File: src/rtl/pulse_generator.sv
// pulse_generator: synthetic heartbeat source. Emits a pulse train at a
// programmed period with optional contact-bounce glitches after each rising
// edge, plus a one-cycle beat strobe and a wrapping beat counter.
module pulse_generator #(
    parameter int CLK_FREQ_HZ = 100_000_000,
    parameter int TICK_HZ     = 1000,
    parameter int PERIOD_W    = 12,
    parameter int HIGH_TICKS  = 100,
    parameter int BOUNCE_N    = 3,
    parameter int BOUNCE_CYC  = 8
) (
    input  logic                clk,
    input  logic                rst,
    input  logic                enb,
    input  logic [PERIOD_W-1:0] period_ms,
    input  logic                bounce_en,
    output logic                pulse_out,
    output logic                beat,
    output logic [7:0]          beat_cnt
);

    localparam int DIV   = CLK_FREQ_HZ / TICK_HZ;
    localparam int PS_W  = (DIV > 1) ? $clog2(DIV) : 1;
    localparam int BPH_N = (BOUNCE_N > 0) ? 2 * BOUNCE_N : 2;
    localparam int BPH_W = $clog2(BPH_N);
    localparam int BC_W  = (BOUNCE_CYC > 1) ? $clog2(BOUNCE_CYC) : 1;

    localparam logic [PS_W-1:0]     PS_LAST   = PS_W'(DIV - 1);
    localparam logic [BPH_W-1:0]    BPH_LAST  = BPH_W'(BPH_N - 1);
    localparam logic [BC_W-1:0]     BC_LAST   = BC_W'(BOUNCE_CYC - 1);
    localparam logic [PERIOD_W-1:0] HIGH_CNT  = PERIOD_W'(HIGH_TICKS);
    localparam logic [PERIOD_W-1:0] MIN_PER   = PERIOD_W'(HIGH_TICKS + 1);
    localparam bit                  BOUNCE_ON = (BOUNCE_N > 0);

    // Parameter sanity: integer divider, bounce finished before the first
    // tick, and the clamped period representable in PERIOD_W bits.
    generate
        if ((CLK_FREQ_HZ % TICK_HZ) != 0 || DIV < 2) begin : g_bad_div
            $error("pulse_generator: CLK_FREQ_HZ/TICK_HZ must be an integer >= 2");
        end
        if (2 * BOUNCE_N * BOUNCE_CYC >= DIV || BOUNCE_CYC < 1) begin : g_bad_bounce
            $error("pulse_generator: bounce burst must end before the first tick");
        end
        if (HIGH_TICKS < 1 || HIGH_TICKS >= (2 ** PERIOD_W) - 1) begin : g_bad_high
            $error("pulse_generator: HIGH_TICKS out of range for PERIOD_W");
        end
    endgenerate

    typedef enum logic [2:0] {
        S_IDLE,
        S_START,
        S_BOUNCE,
        S_HIGH,
        S_LOW
    } state_t;

    state_t              r_state;
    state_t              w_state_next;
    logic [PS_W-1:0]     r_presc;
    logic [PS_W-1:0]     w_presc_next;
    logic [PERIOD_W-1:0] r_tick_cnt;
    logic [PERIOD_W-1:0] w_tick_cnt_next;
    logic [PERIOD_W-1:0] w_tick_inc;
    logic [PERIOD_W-1:0] r_per;
    logic [BC_W-1:0]     r_bclk;
    logic [BC_W-1:0]     w_bclk_next;
    logic [BPH_W-1:0]    r_bph;
    logic [BPH_W-1:0]    w_bph_next;
    logic                w_tick;
    logic                w_pulse_next;
    logic                r_pulse;
    logic                r_beat;
    logic [7:0]          r_beat_cnt;

    // Tick fires on the last clock of each DIV-clock slot of the period.
    assign w_tick     = (r_presc == PS_LAST);
    assign w_tick_inc = r_tick_cnt + PERIOD_W'(1);

    assign pulse_out = r_pulse;
    assign beat      = r_beat;
    assign beat_cnt  = r_beat_cnt;

    // Next-state logic; enb low overrides every transition, including LOW exit.
    always_comb begin
        w_state_next = r_state;
        w_bclk_next  = r_bclk;
        w_bph_next   = r_bph;
        if (!enb) begin
            w_state_next = S_IDLE;
        end else begin
            case (r_state)
                S_IDLE: begin
                    if (period_ms != '0) w_state_next = S_START;
                end
                S_START: begin
                    if (bounce_en && BOUNCE_ON) begin
                        w_state_next = S_BOUNCE;
                        w_bclk_next  = '0;
                        w_bph_next   = '0;
                    end else begin
                        w_state_next = S_HIGH;
                    end
                end
                S_BOUNCE: begin
                    if (r_bclk == BC_LAST) begin
                        w_bclk_next = '0;
                        if (r_bph == BPH_LAST) w_state_next = S_HIGH;
                        else                   w_bph_next   = r_bph + BPH_W'(1);
                    end else begin
                        w_bclk_next = r_bclk + BC_W'(1);
                    end
                end
                S_HIGH: begin
                    if (w_tick && (w_tick_inc == HIGH_CNT)) w_state_next = S_LOW;
                end
                S_LOW: begin
                    if (w_tick && (w_tick_inc == r_per)) begin
                        w_state_next = (period_ms != '0) ? S_START : S_IDLE;
                    end
                end
                default: w_state_next = S_IDLE;
            endcase
        end
    end

    // Time base restarts on every START and is held clear while idle;
    // pulse level is decided from the upcoming state so the output is a flop.
    always_comb begin
        w_presc_next    = '0;
        w_tick_cnt_next = '0;
        w_pulse_next    = 1'b0;
        if (w_state_next != S_IDLE && w_state_next != S_START) begin
            w_presc_next    = w_tick ? '0 : r_presc + PS_W'(1);
            w_tick_cnt_next = w_tick ? w_tick_inc : r_tick_cnt;
        end
        case (w_state_next)
            S_START, S_HIGH: w_pulse_next = 1'b1;
            S_BOUNCE:        w_pulse_next = w_bph_next[0];
            default:         w_pulse_next = 1'b0;
        endcase
    end

    // State, time base and registered outputs.
    always_ff @(posedge clk or negedge rst) begin
        if (!rst) begin
            r_state    <= S_IDLE;
            r_presc    <= '0;
            r_tick_cnt <= '0;
            r_bclk     <= '0;
            r_bph      <= '0;
            r_pulse    <= 1'b0;
            r_beat     <= 1'b0;
        end else begin
            r_state    <= w_state_next;
            r_presc    <= w_presc_next;
            r_tick_cnt <= w_tick_cnt_next;
            r_bclk     <= w_bclk_next;
            r_bph      <= w_bph_next;
            r_pulse    <= w_pulse_next;
            r_beat     <= (w_state_next == S_START);
        end
    end

    // Period latch and beat counter update at the end of each START cycle.
    always_ff @(posedge clk or negedge rst) begin
        if (!rst) begin
            r_per      <= MIN_PER;
            r_beat_cnt <= '0;
        end else if (r_state == S_START) begin
            r_per      <= (period_ms > HIGH_CNT) ? period_ms : MIN_PER;
            r_beat_cnt <= r_beat_cnt + 8'd1;
        end
    end

endmodule

File: config.mk
export PLATFORM = sky130hd
export DESIGN_NAME = pulse_generator
export DESIGN_NICKNAME = d
export VERILOG_FILES = /design/src/rtl/pulse_generator.sv
export SDC_FILE = /design/constraint.sdc
export NUM_CORES = 1
export LEC_CHECK = 0
export BUFFER_PORTS_ARGS = -buffer_cell sky130_fd_sc_hd__buf_2
export CELL_PAD_IN_SITES_DETAIL_PLACEMENT = 1
export CELL_PAD_IN_SITES_GLOBAL_PLACEMENT = 2
export CORE_UTILIZATION = 34
export DETAILED_ROUTE_END_ITERATION = 10
export PLACE_DENSITY = 0.83
export SLEW_MARGIN = 20
export SYNTH_ARGS = -nofsm -noshare
export SYNTH_HDL_FRONTEND = slang
export SYNTH_SLANG_ARGS = --single-unit
File: constraint.sdc
create_clock -name clk -period 2.75 [get_ports clk]
set_clock_uncertainty 0.2 [all_clocks]
set_input_delay 0.55 -clock clk [delete_from_list [all_inputs] [get_ports clk]]
set_output_delay 0.55 -clock clk [all_outputs]
set_load 0.05 [all_outputs]
==> summary.txt <==
Power and ir drop
  – Leakage power: 0.00186 µW
  – Switching fraction of total power: 0.337
  – Combinational share of power: 0.247
  – Int Pwr: 1780 µW
  – Worst VDD drop: 0.363 mV
  – Register share of total power: 0.424
  – Power density over cell area: 630 mW/mm²
  – Part of the power in the clock network: 0.329
  – Switch Pwr: 903 µW

Yosys
  – Number of enable flip-flop cells after synthesis: 0
  – Synth Register Bits: 60
  – Leading area contributor after synthesis: dfrtp_1
  – Syn Area/Cell: 9.13 µm²
  – Largest cells by area after synthesis: dfrtp_1 42%, xnor2_1 7.3%, xor2_1 6.5%
  – Post-Syn Instances: 369
  – Net Count, Synth: 391
  – Synthesized cell area: 0.00337 mm²
  – Synthesis warning total: 0
  – Async SR Flop Fraction: 1.00
  – Post-synth top area share: 0.416
  – Distinct cells, synth: 52
  – Seq/Total Area, Yosys: 0.447
  – Top_reg_cell synth: dfrtp_1

Worst setup path
  – Reg2reg start: r_presc[1]
  – Max stage delay cell, worst path: or4_4
  – CP Capture Type: flip-flop
  – Peak per-stage delay on the critical path: 500 ps
  – Worst EP required: 2780 ps
  – CP Cell Sequence: ha_2 -> and4_4 -> and2_4 -> nand4_1 -> or4_4 -> o41ai_2 -> a21boi_4 -> buf_4 -> clkbuf_16 -> nor3_2
  – Crit Reg-Reg Endpoint: r_presc[15]
  – Crit path launch: r_presc[1]
  – Critical path type: flip-flop to flip-flop
  – Worst setup SP type: flip-flop
  – Worst Path Max Fanout: 7
  – Cells on worst reg2reg path: 10
  – Flop2flop setup slack: -70 ps
  – Critical path arrival: 2850 ps

Layout
  – Fill cells: 1,083
  – Most common cell after layout, fill and taps aside: dfrtp_1
  – # nets final: 443
  – Ant diodes: 0
  – Final design utilization: 0.452
  – Register area: 0.00151 mm²
  – Area grow syn2layout: 26.4%
  – Final instance area: 0.00426 mm²
  – Commonest cells after routing, fill and taps aside: 53 x dfrtp_1, 50 x nand2_1, 30 x buf_4
  – Area taken by multi-input logic gates: 0.00191 mm²
  – Layout cells sized above 1: 0.270

Placement
  – Post-Place Worst Slack: -7.47 ps
  – PortBufs: 25
  – DP HPWL: 6.31 mm
  – Dpl cell area: 0.00375 mm²
  – GP Congestion: 0.819

Global route
  – Initial antenna violation count: 0
  – Grt ovf: 0
  – First-pass GRT wire length: 14.4 mm
  – Largest net degree at the start of global routing: 30
  – Total GRT Usage: 0.184
  – Vias in the first global route: 2,850

Die
  – Die W: 102 µm
  – Site Rows: 35
  – Ports: 26
  – Initial Util: 0.358
  – Core Region: 0.00942 mm²
  – Die area: 0.0103 mm²
  – Die Height: 102 µm

CTS
  – CTS Buf Count: 9
  – CTS tree: yes
  – Clock Path Buffers: 2
  – CTS root buffer: clkbuf_8
  – H-Tree Depth: 3
  – Worst skew pair latency: 340 ps
  – Clk pin slew, worst setup/hold paths: 70 ps
  – Clk sinks: 60

STA
  – Setup_tns: -1290 ps
  – Post-layout min period: 2820 ps
  – Slew Limit Fails: 0
  – Slew HR: 0.694
  – Fin. Hold Viols: 0
  – Worst setup margin: -71.4 ps
  – RSZ-0062 raised after global routing: yes
  – Fmax: 354 MHz
  – Final setup violation count: 29
  – Period utilisation layout: 1.03
  – Actual slew at the worst max-slew pin: 460 ps

Hold path
  – Worst Hold Path EP: r_per[11]
  – Hold/Removal Path Class: primary input to flip-flop
  – Worst Hold Path Cells: 3
  – HP Start: period_ms[11]

Drt
  – Final WL: 9.39 mm
  – WL/cell: 16.9 µm
  – Drt first-iter violations: 94
  – Drt drc: 0
  – Post-route ant nets: 0
  – Pre-antenna DRT Iters: 4
  – DR vias: 2,856
  – Via density: 5.15

Run
  – Max-Cap Viols: 0

Outcome
  – Failing checks: negative setup slack
  – Outcome: finished, violations left
==> flip-flops by register name (all words and copies together) (netlist names) <==
name,count
pulse_out,1
beat_cnt,8
r_presc,17
r_bph,3
beat,1
r_state,3
r_tick_cnt,12
r_bclk,3
r_per,12
==> worst max-delay path by stage <==
| stage | to | cells past startpoint |
|---|---|---|
| after floorplan | r_presc[2] | 11 |
| after global placement | r_presc[3] | 9 |
| after detailed placement | beat | 8 |
| after CTS | r_presc[9] | 9 |
| after global routing | r_presc[4] | 10 |
| final | r_presc[15] | 10 |
==> through the flow <==
stage / total power [µW] / hold slack [ps] / instances
3_5_place_dp: 1760 / 270 / 527
2_1_floorplan: 1560 / 54.4 / 369
5_1_grt: 2820 / 201 / 555
4_1_cts: 2660 / 197 / 544
3_3_place_gp: 1740 / 254 / 527
6_report: 2680 / 210 / 555
==> layout make-up <==
cell class                      count  share of cell area
Clock inverter                      1             0.00705
Tap cell                          129              0.0379
Inverter                            3             0.00264
Clock buffer                       15              0.0438
Timing Repair Buffer               61               0.106
Multi-Input combinational cell    286               0.448
Sequential cell                    60               0.355
==> worst max-delay path, delay by kind of cell (launching register included) <==
family	cells	cell delay, ps
compound gates	2	580
fa+ha+maj	1	190
buf+inv	2	320
flops	1	380
simple gates	5	1030
==> power groups by stage <==
stage | logic (µW) | clock network, µW | registers [µW]
after floorplan | 306 | 0 | 1260
after global placement | 589 | 0 | 1150
after detailed placement | 611 | 0 | 1150
after CTS | 622 | 903 | 1140
after global routing | 722 | 940 | 1160
final | 663 | 883 | 1140
==> cell usage after synthesis (3+ instances only) <==
master,count
xor2_1,25
nand4_1,14
xnor2_1,28
o21a_1,4
dfrtp_1,56
buf_2,6
a21oi_1,5
clkbuf_1,9
inv_1,3
nand3_1,19
dfstp_2,4
ha_1,6
o21ai_0,9
a22o_1,3
nor3_1,24
buf_4,3
nor3b_1,3
and3_1,11
nand2_1,50
nor2_1,38
o41ai_1,3
nor2b_1,5
==> cell families after synthesis <==
| group | Yosys count | synth area share |
|---|---|---|
| mux | 1 | 0.00297 |
| flops | 60 | 0.447 |
| simple gates | 182 | 0.263 |
| fa+ha+maj | 6 | 0.0223 |
| xor+xnor | 53 | 0.138 |
| buf+inv | 23 | 0.0338 |
| compound gates | 44 | 0.0932 |
==> per-layer routing <==
| metal | track usage | share of wire | up-vias |
|---|---|---|---|
| li1 | - | - | 1392 |
| met1 | 0.244 | 0.47 | 1423 |
| met2 | 0.295 | 0.50 | 33 |
| met3 | 0.0455 | 0.022 | 8 |
| met4 | 0.0535 | 0.012 | 0 |
| met5 | 0 | 0 | - |
==> what timing repair did <==
action / in CTS / in global routing
resized for setup: 2 / 37
setup buffers: 0 / 8
gates cloned: 0 / 3
pin swaps: 0 / 14
setup endpoints to repair: 29 / 31
endpoints found under the hold margin: 17 / 0
hold buffers: 1 / 0
Note: power is estimated with default switching activity, not from simulation.
